==> config.mk <==
export PLATFORM = sky130hd
export DESIGN_NAME = prbs_checker_prbs
export DESIGN_NICKNAME = d
export VERILOG_FILES = /design/src/rtl/prbs_checker_pkg.sv /design/src/rtl/prbs_checker_prbs.sv
export SDC_FILE = /design/constraint.sdc
export NUM_CORES = 1
export LEC_CHECK = 0
export ABC_AREA = 1
export BUFFER_PORTS_ARGS = -buffer_cell sky130_fd_sc_hd__buf_2
export CAP_MARGIN = 30
export CORE_AREA = 3 3 70 72
export DETAILED_ROUTE_END_ITERATION = 10
export DIE_AREA = 0 0 73 75
export SLEW_MARGIN = 20
export SYNTH_ARGS = -nofsm -noshare
export SYNTH_HDL_FRONTEND = slang
export SYNTH_SLANG_ARGS = --single-unit
==> constraint.sdc <==
create_clock -name i_aclk -period 0.8 [get_ports i_aclk]
set_input_delay 0.08 -clock i_aclk [delete_from_list [all_inputs] [get_ports i_aclk]]
set_output_delay 0.08 -clock i_aclk [all_outputs]
set_load 0.05 [all_outputs]
==> src/rtl/prbs_checker_pkg.sv <==
// Shared definitions for the PRBS checker: step taps, reset seed and FSM encoding.
// The step function is the single source of truth for the sequence polynomial.
package prbs_checker_pkg;

   localparam int unsigned PrbsTapA = 31;
   localparam int unsigned PrbsTapB = 26;
   localparam int unsigned PrbsTapC = 15;
   localparam logic [31:0] PrbsSeed = 32'h0000_ACE1;

   typedef enum logic [0:0] {
      StSearch = 1'b0,
      StLocked = 1'b1
   } state_e;

   function automatic logic [31:0] prbs_step(input logic [31:0] x);
      return {x[30:0], x[PrbsTapA] ^ x[PrbsTapB] ^ x[PrbsTapC]};
   endfunction

endpackage

==> src/rtl/prbs_checker_prbs.sv <==
// PRBS state register: reload from a seed, or advance one step per run pulse.
// Reload wins over run so a reseed is never lost.
module prbs_checker_prbs
   import prbs_checker_pkg::*;
(
   input  logic        i_aclk,
   input  logic        i_aresetn,
   input  logic        i_prbs_reload,
   input  logic [31:0] i_prbs_seed,
   input  logic        i_prbs_run,
   output logic [31:0] o_prbs_state
);

   logic [31:0] state_q;

   always_ff @(posedge i_aclk or negedge i_aresetn) begin
      if (!i_aresetn) begin
         state_q <= PrbsSeed;
      end else if (i_prbs_reload) begin
         state_q <= i_prbs_seed;
      end else if (i_prbs_run) begin
         state_q <= prbs_step(state_q);
      end
   end

   assign o_prbs_state = state_q;

endmodule

Word level (Yosys, flattened, before mapping)
Cells that the tools add are included.
{"block": "classes", "reduce_logical": 1, "bitwise_logic": 2, "muxes": 2}
{"cell": "$mux 32", "n": 2}
{"cell": "$reduce_bool 2->1", "n": 1}
{"cell": "$xor 1x1->1", "n": 2}
{"block": "totals", "regBits": 32, "elab_cells": 6, "inputBits": 36, "output_inout_bits": 32}

Logic depth before layout (Yosys ltp)
Gate-level depths: netlist of run 1.
{"block": "logic_depth", "word_depth": 4, "ltp_mapped": 8, "depth_no_buf": 6}

Worst setup path before layout of run 1
Ideal clock, no wire load.
{"block": "synth_timing", "path_kind": "register to register", "start": "register state_q[15] (netlist: o_prbs_state[15])", "end": "register state_q[0] (netlist: o_prbs_state[0])", "t_arrival_ns": 1.053, "path_stages_with_launch": 6, "path_slack_ns": -0.329, "n_path_buf": 0, "required_time_ns": 0.724, "path_cell_list": "dfstp_2 -> inv_1 -> nand2_1 -> nand3_1 -> nand3_1 -> nand2_1"}
{"block": "synth_between", "elab_chain_len": 3}
{"item": "start, declared", "line_no": "prbs_checker_prbs.sv:14", "source": "logic [31:0] state_q;"}
{"item": "start signal, assigned", "line_no": "prbs_checker_prbs.sv:18", "source": "state_q <= PrbsSeed;"}
{"item": "start signal, assigned", "line_no": "prbs_checker_prbs.sv:20", "source": "state_q <= i_prbs_seed;"}
{"item": "start signal, assigned", "line_no": "prbs_checker_prbs.sv:22", "source": "state_q <= prbs_step(state_q);"}
{"item": "$xor 1x1->1", "line_no": "prbs_checker_pkg.sv:16", "source": "return {x[30:0], x[PrbsTapA] ^ x[PrbsTapB] ^ x[PrbsTapC]};"}
{"item": "$mux 32", "line_no": "prbs_checker_prbs.sv:21", "source": "end else if (i_prbs_run) begin"}
{"item": "$mux 32", "line_no": "prbs_checker_prbs.sv:19", "source": "end else if (i_prbs_reload) begin"}
No other way between the ends. The select of a mux whose other input is x is not followed.
A chain may end at the register's enable or synchronous reset.

Worst setup path in the final report of run 1
{"block": "layout_timing", "start": "register state_q[10] (netlist: o_prbs_state[10])", "end": "output port o_prbs_state[10]"}
{"item": "end, declared", "line_no": "prbs_checker_prbs.sv:11", "source": "output logic [31:0] o_prbs_state"}
No word-level cell between the ends.

==> metrics.cfg, run 1 <==
[critical_path]
startpoint_type=register
path_buf_inv=1
r2r_setup_slack_ps=-220
crit_family=flip-flops
slowest_delay_ps=570
cp.required_ps=720
cp-end-kind=primary output
crit_chain=buf_8
worst-setup-path-type=reg -> out
cp_slowest_cell=dfstp_2
cp_max_fo=3
worstPathArrival_ps=1000

[sta]
slew_headroom_pct=84.5
post-route-period-util_pct=135
setup_tns_ps=-6290
timing.final.hold_violations=0
rsz0062_at_grt=yes
setup_violations=46
finalCriticalPeriod_ps=1080
max_freq_mhz=929
clock_skew_ps=6.50
slew_viol_final=0
whs_ps=6.26
fin_ws_ps=-277
worstMarginPinSlew_ps=233

[logic_synthesis]
ys_seq_area_share_pct=55.7
yosysWarnings=0
synth.largest_area_cell=dfrtp_1
synthArstFlopShare_pct=100
syn_nets=217
yosysMostFrequentCell=nand2_1
synth.distinct_cells=17
syn_area_per_cell_um2=8.05
synth-edff-count=0
ys.flop_type=dfrtp_1
synthesis.area_um2=1460
yosys_register_bits=32
synth_area_leaders=dfrtp_1, nand2_1, dfstp_2, nand3_1, buf_6
synth_common_cells=nand2_1, nand3_1, dfrtp_1, dfstp_2
synth_cells=181
synth_top_area_share_pct=41.2

[floorplanning]
rows=24
initial_utilization_pct=33.4
fp.dieW_um=73
core_um2=4350
die_y_um=75
io_pins=68
dieArea_um2=5480

[flow_run]
cap_viol_max_count=0

[routing]
routed_wl_um=4440
ant_nets=0
via_per_inst=4.74
drc=0
vias=1596
drt_iter0_drc=32
dr.pass1.iters=4
wl_per_cell_um=13.2

[place]
port-buffer-count=67
hpwl_um=2730
gp_congestion=0.723
placed_cell_area_um2=2000

[global_routing]
grt_max_degree=33
antenna_found_initial=0
grt.overflow.total=0
grt_pass1_wl_um=6980
track_usage_pct=16.7
grt_pass1_vias=1573

[status]
violations=negative setup slack
status=finished with violations

[cells_and_area]
final_area_um2=2730
drive_above_1_share_pct=63.9
largest_reg_flops=32
num_antenna_cells=0
area_growth_pct=87.5
final_nets=320

[pwr]
p_per_area_nw_per_um2=1940
vdd_drop_max_v=0.00107
power_leakage_uw=0.00138
finalPower_uw=5300

[clocking]
clkTransAtPathRegs_ps=70
numCtsBuffers=5
insertion_delay_ps=290
cts_tree=built
clock-root-buffer=clkbuf_8
h-tree-depth=2
clock-sinks=32
cts_max_path_buffers=2

[worst_hold_path]
hp-class=in -> reg

cells in the final DEF (no fill, tap or decap):
cell type / count
buf_4: 12
o21ai_1: 1
inv_2: 4
dfrtp_1: 2
inv_1: 1
buf_2: 35
a22oi_2: 1
clkbuf_1: 2
buf_6: 43
dfrtp_2: 22
buf_12: 4
nand2_1: 73
nand3_1: 16
nand2_4: 5
clkbuf_8: 6
dlygate4sd3_1: 2
nor2_4: 2
o211ai_1: 3
nor2_1: 3
buf_8: 10
a21oi_2: 1
nand2_2: 16
dfstp_2: 8
nand3_2: 12
inv_4: 1
metrics by stage:
| stage | utilization, % | setup slack, ps | std cells |
|---|---|---|---|
| 4_1_cts | 57.8 | -276 | 335 |
| 3_5_place_dp | 46.0 | -97.6 | 307 |
| 6_report | 62.7 | -277 | 337 |
| 2_1_floorplan | - | -282 | 181 |
| 5_1_grt | 62.7 | -313 | 337 |
| 3_3_place_gp | 46.0 | -88.9 | 307 |
routing by layer:
metal | vias to the layer above | track usage (%) | wire [um]
met4 | 0 | 6.76 | 63
met3 | 7 | 5.07 | 258
li1 | 778 | - | -
met1 | 762 | 20.5 | 1980
met2 | 49 | 27.5 | 2130
met5 | - | 0 | 0
cell families after synthesis:
kind of cell | after synthesis | share of synthesized area (%)
buffers and inverters | 16 | 5.76
flip-flops | 32 | 55.7
AO/OA/AOI/OAI | 6 | 2.75
AND/OR/NAND/NOR | 127 | 35.8
repair_timing:
action / in CTS / in global routing
hold buffers: 2 / 0
pin swaps: 2 / 8
endpoints found under the setup margin: 40 / 61
resized for setup: 84 / 55
hold endpoints to repair: 33 / 0
buffers inserted: 18 / 3
area by class of cell:
class                      instances  area, um2
multi-input combinational        133        713
sequential                        32        838
fill                             369       1620
timing repair buffer             106       1000
clock buffer                       8       90.1
tap                               52       65.1
inverter                           6       25.0
power by group:
group | total (uW) | switching [uW] | internal (uW)
combinational | 1980 | 1100 | 880
sequential | 2020 | 174 | 1850
clock | 1300 | 598 | 702
total | 5300 | 1880 | 3430
path summary, 6_finish.rpt:
kind / start / endpoint / depth (start not counted)
max: o_prbs_state[10] / o_prbs_state[10] / 1
min: i_prbs_seed[20] / o_prbs_state[20] / 3
max reg2reg: o_prbs_state[15] / o_prbs_state[0] / 7
min reg2reg: o_prbs_state[10] / o_prbs_state[10] / 2
max in group asynchronous: i_aresetn / o_prbs_state[6] / 3
min in group asynchronous: i_aresetn / o_prbs_state[31] / 3
(Power assumes the default switching activity.)
==> run 2: changes to the inputs <==
MAX_ROUTING_LAYER = met4   (was not set)
==> metrics.cfg, run 2 (synthesized netlist as in run 1, its figures left out) <==
[status]
status=finished with violations
violations=negative setup slack

[pwr]
finalPower_uw=5300
power_leakage_uw=0.00138
vdd_drop_max_v=0.00107
p_per_area_nw_per_um2=1940

[clocking]
cts_tree=built
insertion_delay_ps=290
numCtsBuffers=5
clock-sinks=32
clock-root-buffer=clkbuf_8
h-tree-depth=2
cts_max_path_buffers=2
clkTransAtPathRegs_ps=70

[global_routing]
antenna_found_initial=0
track_usage_pct=17.3
grt.overflow.total=0
grt_pass1_wl_um=6990
grt_pass1_vias=1569
grt_max_degree=33

[floorplanning]
initial_utilization_pct=33.4
core_um2=4350
io_pins=68
die_y_um=75
rows=24
dieArea_um2=5480
fp.dieW_um=73

[critical_path]
path_buf_inv=1
cp_slowest_cell=dfstp_2
startpoint_type=register
crit_chain=buf_8
slowest_delay_ps=570
worstPathArrival_ps=1000
cp-end-kind=primary output
worst-setup-path-type=reg -> out
cp_max_fo=3
r2r_setup_slack_ps=-220
crit_family=flip-flops
cp.required_ps=720

[cells_and_area]
num_antenna_cells=0
final_cells=337
final_common_cell=nand2_1
mostFrequentLayoutCells=nand2_1, buf_6, buf_2
final_nets=320
area_growth_pct=87.5
drive_above_1_share_pct=63.9
largest_reg_flops=32

[sta]
worstMarginPinSlew_ps=230
clock_skew_ps=4.44
post-route-period-util_pct=135
slew_viol_final=0
max_freq_mhz=928
slew_headroom_pct=84.7
setup_violations=46
fin_ws_ps=-278
rsz0062_at_grt=yes
finalCriticalPeriod_ps=1080
timing.final.hold_violations=0

[routing]
ant_nets=0
drc=0
routed_wl_um=4430
dr.pass1.iters=4
drt_iter0_drc=33
wl_per_cell_um=13.1
via_per_inst=4.70
vias=1583

[flow_run]
cap_viol_max_count=0

[place]
post-place-ws_ps=-97.6
port-buffer-count=67
placedCellCount=307
hpwl_um=2730
gp_congestion=0.732

[worst_hold_path]
hp-class=in -> reg

[run 2: stage by stage]
stage	hold WS, ps	util (%)	cell area (um2)	TNS, ps
CTS	0.457	57.8	2520	-6370
global placement	51.0	46.0	2000	-1040
detailed placement	51.7	46.0	2000	-1220
floorplan	-216	-	1490	-1770
global route	13.3	62.7	2730	-7850
finish	5.72	62.7	2730	-6300
[run 2: cell type report]
class	instances	area, um2
tap	52	65.1
timing repair buffer	106	1000
clock buffer	8	90.1
fill	369	1620
multi-input combinational	133	713
inverter	6	25.0
sequential	32	838
[run 2: worst register-to-register path, stage by stage (launching register included)]
cell	delay [ps]
dfstp_2	560
buf_6	110
inv_4	30
nand2_2	50
nand2_1	50
nand2_1	60
nand3_1	60
nand2_1	60
[run 2: power by group]
part | internal [uW] | switching (uW)
sequential | 1850 | 174
combinational | 880 | 1100
clock | 701 | 595
[run 2: layer usage]
layer | vias up | part of all wire, % | global-route usage (%)
li1 | 778 | - | -
met2 | 49 | 49 | 27.5
met3 | 6 | 5.8 | 5.21
met1 | 750 | 44 | 21.2
met5 | - | 0 | -
met4 | 0 | 1.1 | 4.92
[run 2: final timing paths]
| path | start | to | cells after the start |
|---|---|---|---|
| worst max register to register | o_prbs_state[15] | o_prbs_state[0] | 7 |
| min in group asynchronous | i_aresetn | o_prbs_state[30] | 3 |
| worst max-delay path | o_prbs_state[10] | o_prbs_state[10] | 1 |
| worst min register to register | o_prbs_state[10] | o_prbs_state[10] | 2 |
| max in group asynchronous | i_aresetn | o_prbs_state[5] | 3 |
| worst min-delay path | i_prbs_seed[20] | o_prbs_state[20] | 3 |
[run 2: timing repair]
| item | in CTS | in global routing |
|---|---|---|
| pin swaps | 2 | 8 |
| setup buffers | 18 | 3 |
| hold endpoints to repair | 33 | 0 |
| endpoints found under the setup margin | 40 | 61 |
| resized for setup | 84 | 55 |
| cloned | 0 | 0 |
| hold buffers | 2 | 0 |
==> run 3: changes to the inputs <==
CORE_AREA = 3 3 64 66   (was 3 3 70 72)
CTS_CLUSTER_DIAMETER = 80   (was not set)
DIE_AREA = 0 0 67 69   (was 0 0 73 75)
PLACE_DENSITY = 0.73   (was not set)
==> metrics.cfg, run 3 (synthesized netlist as in run 1, its figures left out) <==
[status]
status=finished with violations
violations=negative setup slack

[sta]
timing.final.hold_violations=0
whs_ps=14.4
rsz0062_at_grt=yes
post-route-period-util_pct=135
max_freq_mhz=924
clock_skew_ps=3.45
slew_headroom_pct=83.6
slew_viol_final=0
finalCriticalPeriod_ps=1080
worstMarginPinSlew_ps=245
fin_ws_ps=-283
setup_tns_ps=-6620
setup_violations=47

[pwr]
p_int_uw=3460
p_switching_uw=1910
p_per_area_nw_per_um2=1920
power_leakage_uw=0.00141
power.share.combinational_pct=38.6
clock_power_share_pct=23.7
power_frac_seq_pct=37.6
vdd_drop_max_v=0.00122
switching_share_pct=35.5

[cells_and_area]
area_growth_pct=92.0
num_antenna_cells=0
final_common_cell=nand2_1
mostFrequentLayoutCells=nand2_1, buf_6, buf_2
final_nets=323
utilization_pct=77.0
nFillCells=253
largest_reg_flops=32
final_area_um2=2800
drive_above_1_share_pct=69.8

[clocking]
clock-root-buffer=clkbuf_8
numCtsBuffers=5
clkTransAtPathRegs_ps=70
h-tree-depth=2
cts_max_path_buffers=2
insertion_delay_ps=280
cts_tree=built
clock-sinks=32

[place]
hpwl_um=2670
placed_cell_area_um2=2000
post-place-ws_ps=-117
gp_congestion=0.783
port-buffer-count=67

[floorplanning]
dieArea_um2=4620
io_pins=68
initial_utilization_pct=40.1
core_um2=3630
fp.dieW_um=67
die_y_um=69
rows=22

[routing]
wl_per_cell_um=14.0
via_per_inst=4.80
ant_nets=0
vias=1612
drc=0
dr.pass1.iters=4
drt_iter0_drc=94
routed_wl_um=4710

[worst_hold_path]
hp-class=in -> reg

[global_routing]
grt_pass1_wl_um=7040
track_usage_pct=20.2
grt_pass1_vias=1594
grt.overflow.total=0
grt_max_degree=33
antenna_found_initial=0

[flow_run]
cap_viol_max_count=0

[critical_path]
worst-setup-path-type=reg -> reg
cp_max_fo=3
worstPathArrival_ps=1310
cp.required_ps=1020
startpoint_type=register
cp-end-kind=register

[run 3: changes by cell type in the layout (fill, tap and decap cells not counted), moves of 4 or more]
cell,delta
nand2_2,+11
buf_6,+6
nand2_1,-9
nand3_1,-4
nand3_2,+4
[run 3: repair_timing]
| action | 4_1_cts | 5_1_grt |
|---|---|---|
| endpoints found under the hold margin | 32 | 0 |
| resized for setup | 84 | 69 |
| hold buffers | 1 | 0 |
| pin swaps | 3 | 12 |
| buffers inserted | 20 | 10 |
| endpoints found under the setup margin | 42 | 62 |
[run 3: worst max-delay path, stage by stage (launching register included)]
cell and delay [ps]:
dfstp_2 560, buf_6 110, inv_4 40, nand2_4 60, nand2_2 50, nand2_1 70, nand3_1 70, nand2_1 70
[run 3: stage by stage]
| stage | std cells | power [uW] |
|---|---|---|
| global route | 336 | 5610 |
| CTS | 331 | 5140 |
| floorplan | 181 | 2900 |
| finish | 336 | 5370 |
| detailed placement | 302 | 3370 |
| global placement | 302 | 3360 |
[run 3: final timing paths]
check                                  from               end  slack [ps]  cells after the start
max                        o_prbs_state[15]   o_prbs_state[0]        -280                      7
min                         i_prbs_seed[21]  o_prbs_state[21]          10                      3
max reg2reg                o_prbs_state[15]   o_prbs_state[0]        -280                      7
min reg2reg                o_prbs_state[11]  o_prbs_state[11]         510                      2
max in group asynchronous         i_aresetn   o_prbs_state[7]         260                      3
min in group asynchronous         i_aresetn  o_prbs_state[16]         290                      3
[run 3: metal layers]
| metal | global-route usage [%] | up-vias | wire [um] |
|---|---|---|---|
| li1 | - | 782 | - |
| met1 | 25.4 | 771 | 1910 |
| met2 | 31.6 | 53 | 2460 |
| met3 | 5.54 | 6 | 285 |
| met4 | 6.08 | 0 | 58 |
| met5 | - | - | 0 |
[run 3: cell type report]
| class | instances | area [um2] | area share, % |
|---|---|---|---|
| Multi-Input combinational cell | 133 | 741 | 26.5 |
| Tap cell | 48 | 60.1 | 2.15 |
| Inverter | 6 | 25.0 | 0.895 |
| Timing Repair Buffer | 109 | 1040 | 37.2 |
| Clock inverter | 2 | 10.0 | 0.358 |
| Sequential cell | 32 | 838 | 30.0 |
| Clock buffer | 6 | 82.6 | 2.95 |
[run 3: power by group through the flow]
| stage | registers (uW) | logic, uW | clock network, uW |
|---|---|---|---|
| after floorplan | 2610 | 287 | 0 |
| after global placement | 1990 | 1360 | 0 |
| after detailed placement | 2000 | 1370 | 0 |
| after CTS | 2000 | 1830 | 1310 |
| after global routing | 2040 | 2200 | 1370 |
| final | 2020 | 2070 | 1270 |
